`config.mk`:
```
export PLATFORM = sky130hd
export DESIGN_NAME = axi_dma_desc_demux
export DESIGN_NICKNAME = d
export VERILOG_FILES = /design/src/rtl/axi_dma_desc_demux.sv
export SDC_FILE = /design/constraint.sdc
export NUM_CORES = 1
export LEC_CHECK = 0
export CAP_MARGIN = 20
export CORE_ASPECT_RATIO = 1.1
export CORE_MARGIN = 1
export CORE_UTILIZATION = 56
export DETAILED_ROUTE_END_ITERATION = 6
export PLACE_DENSITY = 0.87
export SYNTH_ARGS = -nofsm -noshare
export SYNTH_HDL_FRONTEND = slang
export SYNTH_SLANG_ARGS = --single-unit
```
`constraint.sdc`:
```
create_clock -name clk -period 10.06 [get_ports clk]
set_input_delay 3.018 -clock clk [delete_from_list [all_inputs] [get_ports clk]]
set_output_delay 3.018 -clock clk [all_outputs]
set_load 0.03 [all_outputs]
```
`src/rtl/axi_dma_desc_demux.sv`:
```
// Descriptor demultiplexer: routes each descriptor to one of PORTS DMA cores by its select field,
// and merges the per-core status strobes round-robin, prefixing each tag with the core index.
module axi_dma_desc_demux #(
  parameter int PORTS             = 4,
  parameter int AXI_ADDR_WIDTH    = 16,
  parameter int LEN_WIDTH         = 20,
  parameter int TAG_WIDTH         = 8,
  parameter int CL_PORTS          = $clog2(PORTS),
  parameter int M_TAG_WIDTH       = TAG_WIDTH + CL_PORTS,
  parameter bit AXIS_ID_ENABLE    = 1'b0,
  parameter int AXIS_ID_WIDTH     = 8,
  parameter bit AXIS_DEST_ENABLE  = 1'b0,
  parameter int AXIS_DEST_WIDTH   = 8,
  parameter bit AXIS_USER_ENABLE  = 1'b1,
  parameter int AXIS_USER_WIDTH   = 1,
  parameter int STATUS_FIFO_DEPTH = 4
) (
  input  logic                                 clk,
  input  logic                                 rst,

  input  logic [AXI_ADDR_WIDTH-1:0]            s_axis_desc_addr,
  input  logic [LEN_WIDTH-1:0]                 s_axis_desc_len,
  input  logic [TAG_WIDTH-1:0]                 s_axis_desc_tag,
  input  logic [AXIS_ID_WIDTH-1:0]             s_axis_desc_id,
  input  logic [AXIS_DEST_WIDTH-1:0]           s_axis_desc_dest,
  input  logic [AXIS_USER_WIDTH-1:0]           s_axis_desc_user,
  input  logic [CL_PORTS-1:0]                  s_axis_desc_select,
  input  logic                                 s_axis_desc_valid,
  output logic                                 s_axis_desc_ready,

  output logic [PORTS*AXI_ADDR_WIDTH-1:0]      m_axis_desc_addr,
  output logic [PORTS*LEN_WIDTH-1:0]           m_axis_desc_len,
  output logic [PORTS*TAG_WIDTH-1:0]           m_axis_desc_tag,
  output logic [PORTS*AXIS_ID_WIDTH-1:0]       m_axis_desc_id,
  output logic [PORTS*AXIS_DEST_WIDTH-1:0]     m_axis_desc_dest,
  output logic [PORTS*AXIS_USER_WIDTH-1:0]     m_axis_desc_user,
  output logic [PORTS-1:0]                     m_axis_desc_valid,
  input  logic [PORTS-1:0]                     m_axis_desc_ready,

  input  logic [PORTS*LEN_WIDTH-1:0]           s_axis_desc_status_len,
  input  logic [PORTS*TAG_WIDTH-1:0]           s_axis_desc_status_tag,
  input  logic [PORTS*AXIS_ID_WIDTH-1:0]       s_axis_desc_status_id,
  input  logic [PORTS*AXIS_DEST_WIDTH-1:0]     s_axis_desc_status_dest,
  input  logic [PORTS*AXIS_USER_WIDTH-1:0]     s_axis_desc_status_user,
  input  logic [PORTS*4-1:0]                   s_axis_desc_status_error,
  input  logic [PORTS-1:0]                     s_axis_desc_status_valid,

  output logic [LEN_WIDTH-1:0]                 m_axis_desc_status_len,
  output logic [M_TAG_WIDTH-1:0]               m_axis_desc_status_tag,
  output logic [AXIS_ID_WIDTH-1:0]             m_axis_desc_status_id,
  output logic [AXIS_DEST_WIDTH-1:0]           m_axis_desc_status_dest,
  output logic [AXIS_USER_WIDTH-1:0]           m_axis_desc_status_user,
  output logic [3:0]                           m_axis_desc_status_error,
  output logic                                 m_axis_desc_status_valid,

  output logic                                 select_error,
  output logic [PORTS-1:0]                     status_overflow
);

  localparam int AW = $clog2(STATUS_FIFO_DEPTH);

  if (PORTS < 2) begin : g_chk_ports
    $error("axi_dma_desc_demux: PORTS must be at least 2");
  end
  if (CL_PORTS != $clog2(PORTS)) begin : g_chk_cl
    $error("axi_dma_desc_demux: CL_PORTS must not be overridden");
  end
  if (STATUS_FIFO_DEPTH < 2 || (STATUS_FIFO_DEPTH != (1 << AW))) begin : g_chk_depth
    $error("axi_dma_desc_demux: STATUS_FIFO_DEPTH must be a power of two >= 2");
  end

  typedef struct packed {
    logic [AXI_ADDR_WIDTH-1:0]  addr;
    logic [LEN_WIDTH-1:0]       len;
    logic [TAG_WIDTH-1:0]       tag;
    logic [AXIS_ID_WIDTH-1:0]   id;
    logic [AXIS_DEST_WIDTH-1:0] dest;
    logic [AXIS_USER_WIDTH-1:0] user;
  } desc_t;

  typedef struct packed {
    logic [LEN_WIDTH-1:0]       len;
    logic [TAG_WIDTH-1:0]       tag;
    logic [AXIS_ID_WIDTH-1:0]   id;
    logic [AXIS_DEST_WIDTH-1:0] dest;
    logic [AXIS_USER_WIDTH-1:0] user;
    logic [3:0]                 error;
  } stat_t;

  desc_t              s_desc;
  desc_t              desc_p1, desc_skid_p1;
  logic [PORTS-1:0]   vld_p1, vld_skid_p1;
  logic [PORTS-1:0]   vld_next, vld_skid_next, sel_onehot, in_vec;
  logic               sel_ok, in_vld, out_ready, ready_early;
  logic               load_in_out, load_in_skid, load_skid_out;

  assign s_desc = {s_axis_desc_addr, s_axis_desc_len, s_axis_desc_tag,
                   s_axis_desc_id, s_axis_desc_dest, s_axis_desc_user};

  // Out-of-range selects exist only when PORTS is not a power of two.
  if (PORTS == (1 << CL_PORTS)) begin : g_sel_pow2
    assign sel_ok = 1'b1;
  end else begin : g_sel_npow2
    assign sel_ok = s_axis_desc_select < CL_PORTS'(PORTS);
  end

  always_comb begin
    for (int i = 0; i < PORTS; i++) sel_onehot[i] = (s_axis_desc_select == CL_PORTS'(i));
    in_vld        = s_axis_desc_valid && s_axis_desc_ready && sel_ok;
    in_vec        = in_vld ? sel_onehot : '0;
    out_ready     = |(m_axis_desc_ready & vld_p1);
    ready_early   = out_ready || (!(|vld_skid_p1) && (!(|vld_p1) || !in_vld));
    vld_next      = vld_p1;
    vld_skid_next = vld_skid_p1;
    load_in_out   = 1'b0;
    load_in_skid  = 1'b0;
    load_skid_out = 1'b0;
    if (s_axis_desc_ready) begin
      if (out_ready || !(|vld_p1)) begin
        vld_next    = in_vec;
        load_in_out = 1'b1;
      end else begin
        vld_skid_next = in_vec;
        load_in_skid  = 1'b1;
      end
    end else if (out_ready) begin
      vld_next      = vld_skid_p1;
      vld_skid_next = '0;
      load_skid_out = 1'b1;
    end
  end

  // Stage p1: output register plus skid register
  always_ff @(posedge clk) begin
    if (load_in_out)        desc_p1 <= s_desc;
    else if (load_skid_out) desc_p1 <= desc_skid_p1;
    if (load_in_skid)       desc_skid_p1 <= s_desc;
    if (rst) begin
      vld_p1            <= '0;
      vld_skid_p1       <= '0;
      s_axis_desc_ready <= 1'b0;
      select_error      <= 1'b0;
    end else begin
      vld_p1            <= vld_next;
      vld_skid_p1       <= vld_skid_next;
      s_axis_desc_ready <= ready_early;
      select_error      <= s_axis_desc_valid && s_axis_desc_ready && !sel_ok;
    end
  end

  assign m_axis_desc_valid = vld_p1;
  assign m_axis_desc_addr  = {PORTS{desc_p1.addr}};
  assign m_axis_desc_len   = {PORTS{desc_p1.len}};
  assign m_axis_desc_tag   = {PORTS{desc_p1.tag}};
  assign m_axis_desc_id    = AXIS_ID_ENABLE   ? {PORTS{desc_p1.id}}   : '0;
  assign m_axis_desc_dest  = AXIS_DEST_ENABLE ? {PORTS{desc_p1.dest}} : '0;
  assign m_axis_desc_user  = AXIS_USER_ENABLE ? {PORTS{desc_p1.user}} : '0;

  stat_t              fifo_head [PORTS];
  logic [PORTS-1:0]   fifo_empty, pop;
  logic [2*PORTS-1:0] req2;
  logic [CL_PORTS-1:0] rr_ptr, grant, rr_next;
  logic               grant_vld;
  stat_t              head_sel, stat_p1;
  logic [CL_PORTS-1:0] stat_idx_p1;
  logic               stat_vld_p1;

  for (genvar i = 0; i < PORTS; i++) begin : g_fifo
    stat_t        mem [STATUS_FIFO_DEPTH];
    stat_t        in_entry;
    logic [AW:0]  wr_ptr, rd_ptr;
    logic         full, wr, ovf;

    assign in_entry = {s_axis_desc_status_len[i*LEN_WIDTH +: LEN_WIDTH],
                       s_axis_desc_status_tag[i*TAG_WIDTH +: TAG_WIDTH],
                       s_axis_desc_status_id[i*AXIS_ID_WIDTH +: AXIS_ID_WIDTH],
                       s_axis_desc_status_dest[i*AXIS_DEST_WIDTH +: AXIS_DEST_WIDTH],
                       s_axis_desc_status_user[i*AXIS_USER_WIDTH +: AXIS_USER_WIDTH],
                       s_axis_desc_status_error[i*4 +: 4]};
    assign fifo_empty[i]      = (wr_ptr == rd_ptr);
    assign full               = (wr_ptr == {~rd_ptr[AW], rd_ptr[AW-1:0]});
    // A full FIFO still accepts a write in the same cycle it is popped.
    assign wr                 = s_axis_desc_status_valid[i] && (!full || pop[i]);
    assign fifo_head[i]       = mem[rd_ptr[AW-1:0]];
    assign status_overflow[i] = ovf;

    always_ff @(posedge clk) begin
      if (wr) mem[wr_ptr[AW-1:0]] <= in_entry;
      if (rst) begin
        wr_ptr <= '0;
        rd_ptr <= '0;
        ovf    <= 1'b0;
      end else begin
        if (wr)     wr_ptr <= wr_ptr + 1'b1;
        if (pop[i]) rd_ptr <= rd_ptr + 1'b1;
        if (s_axis_desc_status_valid[i] && full && !pop[i]) ovf <= 1'b1;
      end
    end
  end

  // Round-robin search over a doubled request vector starting at rr_ptr.
  always_comb begin
    req2      = {~fifo_empty, ~fifo_empty};
    grant_vld = 1'b0;
    grant     = '0;
    for (int k = 0; k < 2*PORTS; k++) begin
      if (!grant_vld && k >= int'(rr_ptr) && k < int'(rr_ptr) + PORTS && req2[k]) begin
        grant_vld = 1'b1;
        grant     = (k >= PORTS) ? CL_PORTS'(k - PORTS) : CL_PORTS'(k);
      end
    end
    rr_next  = (grant == CL_PORTS'(PORTS-1)) ? '0 : grant + 1'b1;
    pop      = '0;
    head_sel = fifo_head[0];
    for (int i = 0; i < PORTS; i++) begin
      if (grant_vld && grant == CL_PORTS'(i)) begin
        pop[i]   = 1'b1;
        head_sel = fifo_head[i];
      end
    end
  end

  // Stage p1: merged status output register
  always_ff @(posedge clk) begin
    if (grant_vld) begin
      stat_p1     <= head_sel;
      stat_idx_p1 <= grant;
    end
    if (rst) begin
      stat_vld_p1 <= 1'b0;
      rr_ptr      <= '0;
    end else begin
      stat_vld_p1 <= grant_vld;
      if (grant_vld) rr_ptr <= rr_next;
    end
  end

  assign m_axis_desc_status_valid = stat_vld_p1;
  assign m_axis_desc_status_len   = stat_p1.len;
  assign m_axis_desc_status_tag   = {stat_idx_p1, stat_p1.tag};
  assign m_axis_desc_status_id    = AXIS_ID_ENABLE   ? stat_p1.id   : '0;
  assign m_axis_desc_status_dest  = AXIS_DEST_ENABLE ? stat_p1.dest : '0;
  assign m_axis_desc_status_user  = AXIS_USER_ENABLE ? stat_p1.user : '0;
  assign m_axis_desc_status_error = stat_p1.error;

endmodule

```
Yosys cells after proc, flatten, opt, wreduce, memory -nomap -nowiden. Memories as Yosys holds them, arrays and structs flattened. A register that Yosys moved wholly into a read port is not among the register bits. Index checks and enable logic that the tools add are counted.

Bits in read-only memories: 0. Bits in latches: 0. Input port bits: 270. Output and inout port bits: 306. Memory bits (writable): 784. Memories: 4. Bits in registers: 181. Word-level logic and storage cells: 203.

Reduce and logical (&&, ||, !) cells: 70. $lt $le $gt $ge: 11. Add/sub/neg operators: 10. Shift-type cells: 0. Multiplexer cells: 54. Equality and inequality tests: 16. Bitwise gates (word level): 6. Multiply operators: 0. Divide/modulo/power cells: 0.

Memory list: g_fifo[0].mem (words 4, width 49, read ports 1, clocked after memory_dff 1, wr ports 1, line 169) `stat_t mem [STATUS_FIFO_DEPTH];`; g_fifo[1].mem (words 4, width 49, read ports 1, clocked after memory_dff 1, wr ports 1, line 169); g_fifo[2].mem (words 4, width 49, read ports 1, clocked after memory_dff 1, wr ports 1, line 169); g_fifo[3].mem (words 4, width 49, read ports 1, clocked after memory_dff 1, wr ports 1, line 169).

Operators with widths (count): $mux 49 (3); $mux 61 (2); $lt 4x32->1 const A (3); $lt 3x32->1 const A (2); $logic_and 1x1->1 (36); $lt 1x32->1 const A (1); $lt 2x32->1 const A (1); $mux 2 (15); $mux 4 (7); $mux 1 (27); $add 3x1->3 const B (8); $eq 3x3->1 (8); $logic_not 1->1 (18); $reduce_or 4->1 (3); $eq 2x2->1 const B (4); $logic_or 1x1->1 (7); $add 2x3->4 const B (1); $and 4x4->4 (1); $eq 2x1->1 const B (2); $ge 1x2->1 const A (2); $logic_not 2->1 (2); $lt 3x4->1 const A (1); $not 1->1 (4); $not 4->4 (1); 6 further kinds (8).

Longest topological paths before layout.
Word-level depth: 42. Mapped depth: 13. Gate-level depth less buffers: 12.

Worst setup path after synthesis. OpenSTA, ideal clock, no wires.

Path type: input to register. Start: in m_axis_desc_ready[1]. End: reg desc_skid_p1[0] (netlist name) (enable). Path slack: 3.053 ns. Path buffers: 0. Cell stages on the path: 3. Data required time: 9.557 ns. Setup time: 0.503 ns. Data arrival time: 6.504 ns. Path through: a22oi_1 > nand2_1 > nor3_1.

Cells in the longest elaborated chain, start to end: 5.

RTL lines: from (decl) (line 38) `input logic [PORTS-1:0] m_axis_desc_ready,`; $and 4x4->4 (line 111) `out_ready = |(m_axis_desc_ready & vld_p1);`; $reduce_or 4->1 (line 111); $logic_or 1x1->1 (line 119) `if (out_ready || !(|vld_p1)) begin`; $mux 1 (line 119); $mux 1 (line 118) `if (s_axis_desc_ready) begin`; net load_in_skid (line 95) `logic load_in_out, load_in_skid, load_skid_out;`; to (signal assigned) (line 137) `if (load_in_skid) desc_skid_p1 <= s_desc;`; to (decl) (line 91) `desc_t desc_p1, desc_skid_p1;`.

The timed path passes the listed nets, and every way through them passes these cells. A chain may end at the register's enable or synchronous reset.

Worst setup path in the final report.
Start: reg desc_p1 (netlist bit m_axis_desc_tag[2]). End: out m_axis_desc_tag[10].

RTL lines: from (decl) (line 91); from (signal assigned) (line 135) `if (load_in_out) desc_p1 <= s_desc;`; from (signal assigned) (line 136) `else if (load_skid_out) desc_p1 <= desc_skid_p1;`; to (decl) (line 33) `output logic [PORTS*TAG_WIDTH-1:0] m_axis_desc_tag,`.

No word-level cell between the ends.

==> flow_summary_export.csv <==
group,metric,value,unit
power_and_ir_drop,p_sw,2990,uW
floorplan,floorplan.die.height,239,um
power_and_ir_drop,peakVddDrop,0.000240,V
clocking,buffers_inserted_by_post_cts_timing_repair,0,
worst_setup_path,critPathBufInv,1,
job,max_cap_viol_count,0,
floorplan,row_count,86,
global_route,globalRouteOverflowTotal,0,
global_route,number_of_antenna_violations_at_the_first_check_in_global_routing,13,
clocking,clk_latency,600,ps
detailed_routing,remaining_drc_errors,0,
sta,clock_skew,23.3,ps
sta,slew-limit-headroom,0.319,
sta,tns,0,ps
synthesis,synthesis.yosys.warnings,0,
synthesis,yosys_register_bits,701,
clocking,cts-root-buf,"clkbuf_16",
sta,maxClockFrequency,0.197,GHz
placed_design,hpwl,44600,um
final_layout,ff_latch_area,20600,um^2
worst_setup_path,worstPathMaxFanout,4,
worst_setup_path,crit_type,"reg -> out",
floorplan,die-width,217,um
worst_setup_path,timing.critical_path.to_type,"output pin",
placed_design,gp_routability_congestion,0.806,
sta,finalMaxSlewViolations,0,
worst_setup_path,critical_path_depth,1,
detailed_routing,drtPass1Iterations,5,
final_layout,multiInputGateArea,6250,um^2
worst_setup_path,ff2ff_path_depth,13,
worst_setup_path,cp_cell_sequence,"clkdlybuf4s50_1",
synthesis,ys_types,53,
clocking,hold_buffers,0,
detailed_routing,vias_per_cell,5.71,
clocking,cts_tree,"built",
worst_setup_path,worst-endpoint-arrival,2050,ps
sta,timing.final.setup_violations,0,
clocking,clock_tree.buffer_depth,3,
power_and_ir_drop,power.internal,6100,uW
floorplan,initial_utilization,0.568,
global_route,largest_net_degree_at_the_start_of_global_routing,49,
synthesis,dominantRegCellSynth,"edfxtp_1",
power_and_ir_drop,areal_power_density_over_the_cells,266,nW/um^2
clocking,cts_resized,0,
floorplan,core_area,50100,um^2
synthesis,post_synth.cell_area_avg,18.6,um^2
power_and_ir_drop,pwr-share-clk,0.263,
sta,worst_slack,4990,ps
synthesis,syn-instance-count,1529,
synthesis,synth_edf_count,653,
worst_setup_path,data_required_time_of_the_worst_path,7040,ps
final_layout,drive_above_1_share,0.176,
worst_setup_path,critPathLaunchType,"flop",
floorplan,die_area,51800,um^2
power_and_ir_drop,static-leakage-power,0.0117,uW
detailed_routing,antenna_left,0,
worst_setup_path,worst_path_largest_cell_delay,910,ps
final_layout,synthToLayoutAreaGrowth,20.1,%
sta,finalCritPeriodShare,0.504,
detailed_routing,routedWlPerCell,26.3,um
power_and_ir_drop,sw_frac_of_total,0.329,
synthesis,synth_largest_type_area_fraction,0.688,
final_layout,final_cell_mix,"653 x edfxtp_1, 414 x clkdlybuf4s50_1, 132 x mux4_2, 81 x conb_1, 78 x nor2_1",
floorplan,num_io_pins,576,
status,run_status,"complete, no violations",
worst_setup_path,critical_path.top_delay_family,"buffers and inverters",
placed_design,preCtsSetupSlack,4700,ps
synthesis,synth.cell_area,28500,um^2
detailed_routing,finalWirelength,67300,um
power_and_ir_drop,power.combinational.fraction,0.321,
clocking,clock-sinks,701,
placed_design,portBuffers,414,
sta,rsz0062_at_grt,"no",
sta,layout_min_cycle_time,5070,ps
clocking,number_of_levels_the_h_tree_was_split_into,3,
detailed_routing,drt_iter0_drc,1057,
sta,worst_max_slew_pin_slew,1020,ps
min_path,hold_path_class,"reg -> reg",
global_route,grt_pass1_wl,96000,um
clocking,numCtsBuffers,67,
synthesis,synth_top_area_cell,"edfxtp_1",
synthesis,netlist_top_cells_area,"edfxtp_1 69%, mux4_2 10%, buf_4 5.9%",
worst_setup_path,crit_slowest_cell,"clkdlybuf4s50_1",
global_route,first_global_vias,14800,
detailed_routing,via_total_after_detailed_routing,14600,
power_and_ir_drop,sequentialPowerShare,0.416,
final_layout,n_fill_cell,3116,
synthesis,synthArstFlopShare,0,
min_path,min_path_cells,2,
final_layout,layout_commonest_cell,"edfxtp_1",
final_layout,layout.nets,2134,
synthesis,seq_area_frac_synth,0.722,
clocking,cts.clk_slew.worst_paths,60,ps
global_route,globalRouteTotalUtil,0.260,
sta,timing.final.hold_violations,0,
## Yosys cell counts (2+ instances only)
library cell / n
edfxtp_1: 653
buf_4: 224
mux4_2: 132
nor2_1: 87
dfxtp_1: 48
mux2_2: 47
mux2i_1: 46
a21oi_1: 45
clkbuf_1: 34
a2bb2o_1: 32
inv_1: 28
ha_1: 22
buf_2: 15
nand2_1: 13
xor2_1: 13
xnor2_1: 10
buf_1: 7
o21ai_0: 7
and2_1: 6
nand2b_1: 5
and3_1: 4
nor3_1: 4
o21a_1: 4
a31oi_1: 3
nor4_1: 3
a21bo_2: 2
a22oi_1: 2
nand3_1: 2
nand3b_1: 2
nand4_1: 2
nor3b_4: 2
o311a_1: 2
or2_2: 2
or3_1: 2
## stage by stage
| stage | cells | hold slack (ps) | power [uW] | utilization | area, um^2 |
|---|---|---|---|---|---|
| 6_report | 2558 | 471 | 9090 | 0.683 | 34200 |
| 2_1_floorplan | 1609 | 438 | 5730 | - | 28800 |
| 5_1_grt | 2555 | 515 | 9400 | 0.682 | 34200 |
| 3_3_place_gp | 2432 | 455 | 6650 | 0.641 | 32100 |
| 4_1_cts | 2552 | 476 | 9160 | 0.682 | 34200 |
| 3_5_place_dp | 2433 | 463 | 6740 | 0.641 | 32200 |
## area by class of cell
type                       instances  area share
sequential                       701       0.601
multi-input combinational        599       0.183
timing repair buffer             445       0.128
clock buffer                      82      0.0522
tap                              660      0.0241
clock inverter                    37     0.00790
inverter                          28     0.00307
antenna                            6    0.000439
## kinds of logic (layout without fill, tap and decap cells)
kind of cell,after synthesis,count (layout),synth area share
compound gates,107,107,0.0274
xor+xnor,24,24,0.00764
fa+ha+maj,22,22,0.00966
buf+inv,309,592,0.0711
flops,701,701,0.722
mux,225,225,0.139
other cells,1,87,0.000132
simple gates,140,140,0.0234
## layer usage
| layer | part of all wire | global-route usage |
|---|---|---|
| met1 | 0.34 | 0.291 |
| met2 | 0.55 | 0.474 |
| met3 | 0.082 | 0.0644 |
| met4 | 0.032 | 0.0980 |
| met5 | 0.0019 | 0 |
## final timing paths
kind,from,to,slack (ps)
min,g_fifo[3].ovf,g_fifo[3].ovf,470
max,m_axis_desc_tag[2],m_axis_desc_tag[10],4990
max reg2reg,g_fifo[0].wr_ptr[1],g_fifo[0].wr_ptr[2],6190
min reg2reg,g_fifo[3].ovf,g_fifo[3].ovf,470
## power groups by stage
stage	clock network, uW	logic (uW)	registers, uW
floorplan	0	1750	3980
global placement	0	2820	3820
detailed placement	0	2900	3840
CTS	2430	2940	3790
global route	2530	3060	3810
finish	2390	2920	3780
## sequential cells by signal, summed over array words and instances (netlist names), 2 cells and up, named ones only
register	count
g_fifo.mem	528
m_axis_desc_status_tag	8
stat_idx_p1	2
rr_ptr	2
m_axis_desc_status_len	20
desc_skid_p1	45
m_axis_desc_status_error	4
m_axis_desc_valid	4
m_axis_desc_addr	16
g_fifo.rd_ptr	12
vld_skid_p1	4
g_fifo.ovf	4
m_axis_desc_len	20
m_axis_desc_tag	8
g_fifo.wr_ptr	12
Power figures use the tool's default switching activity.
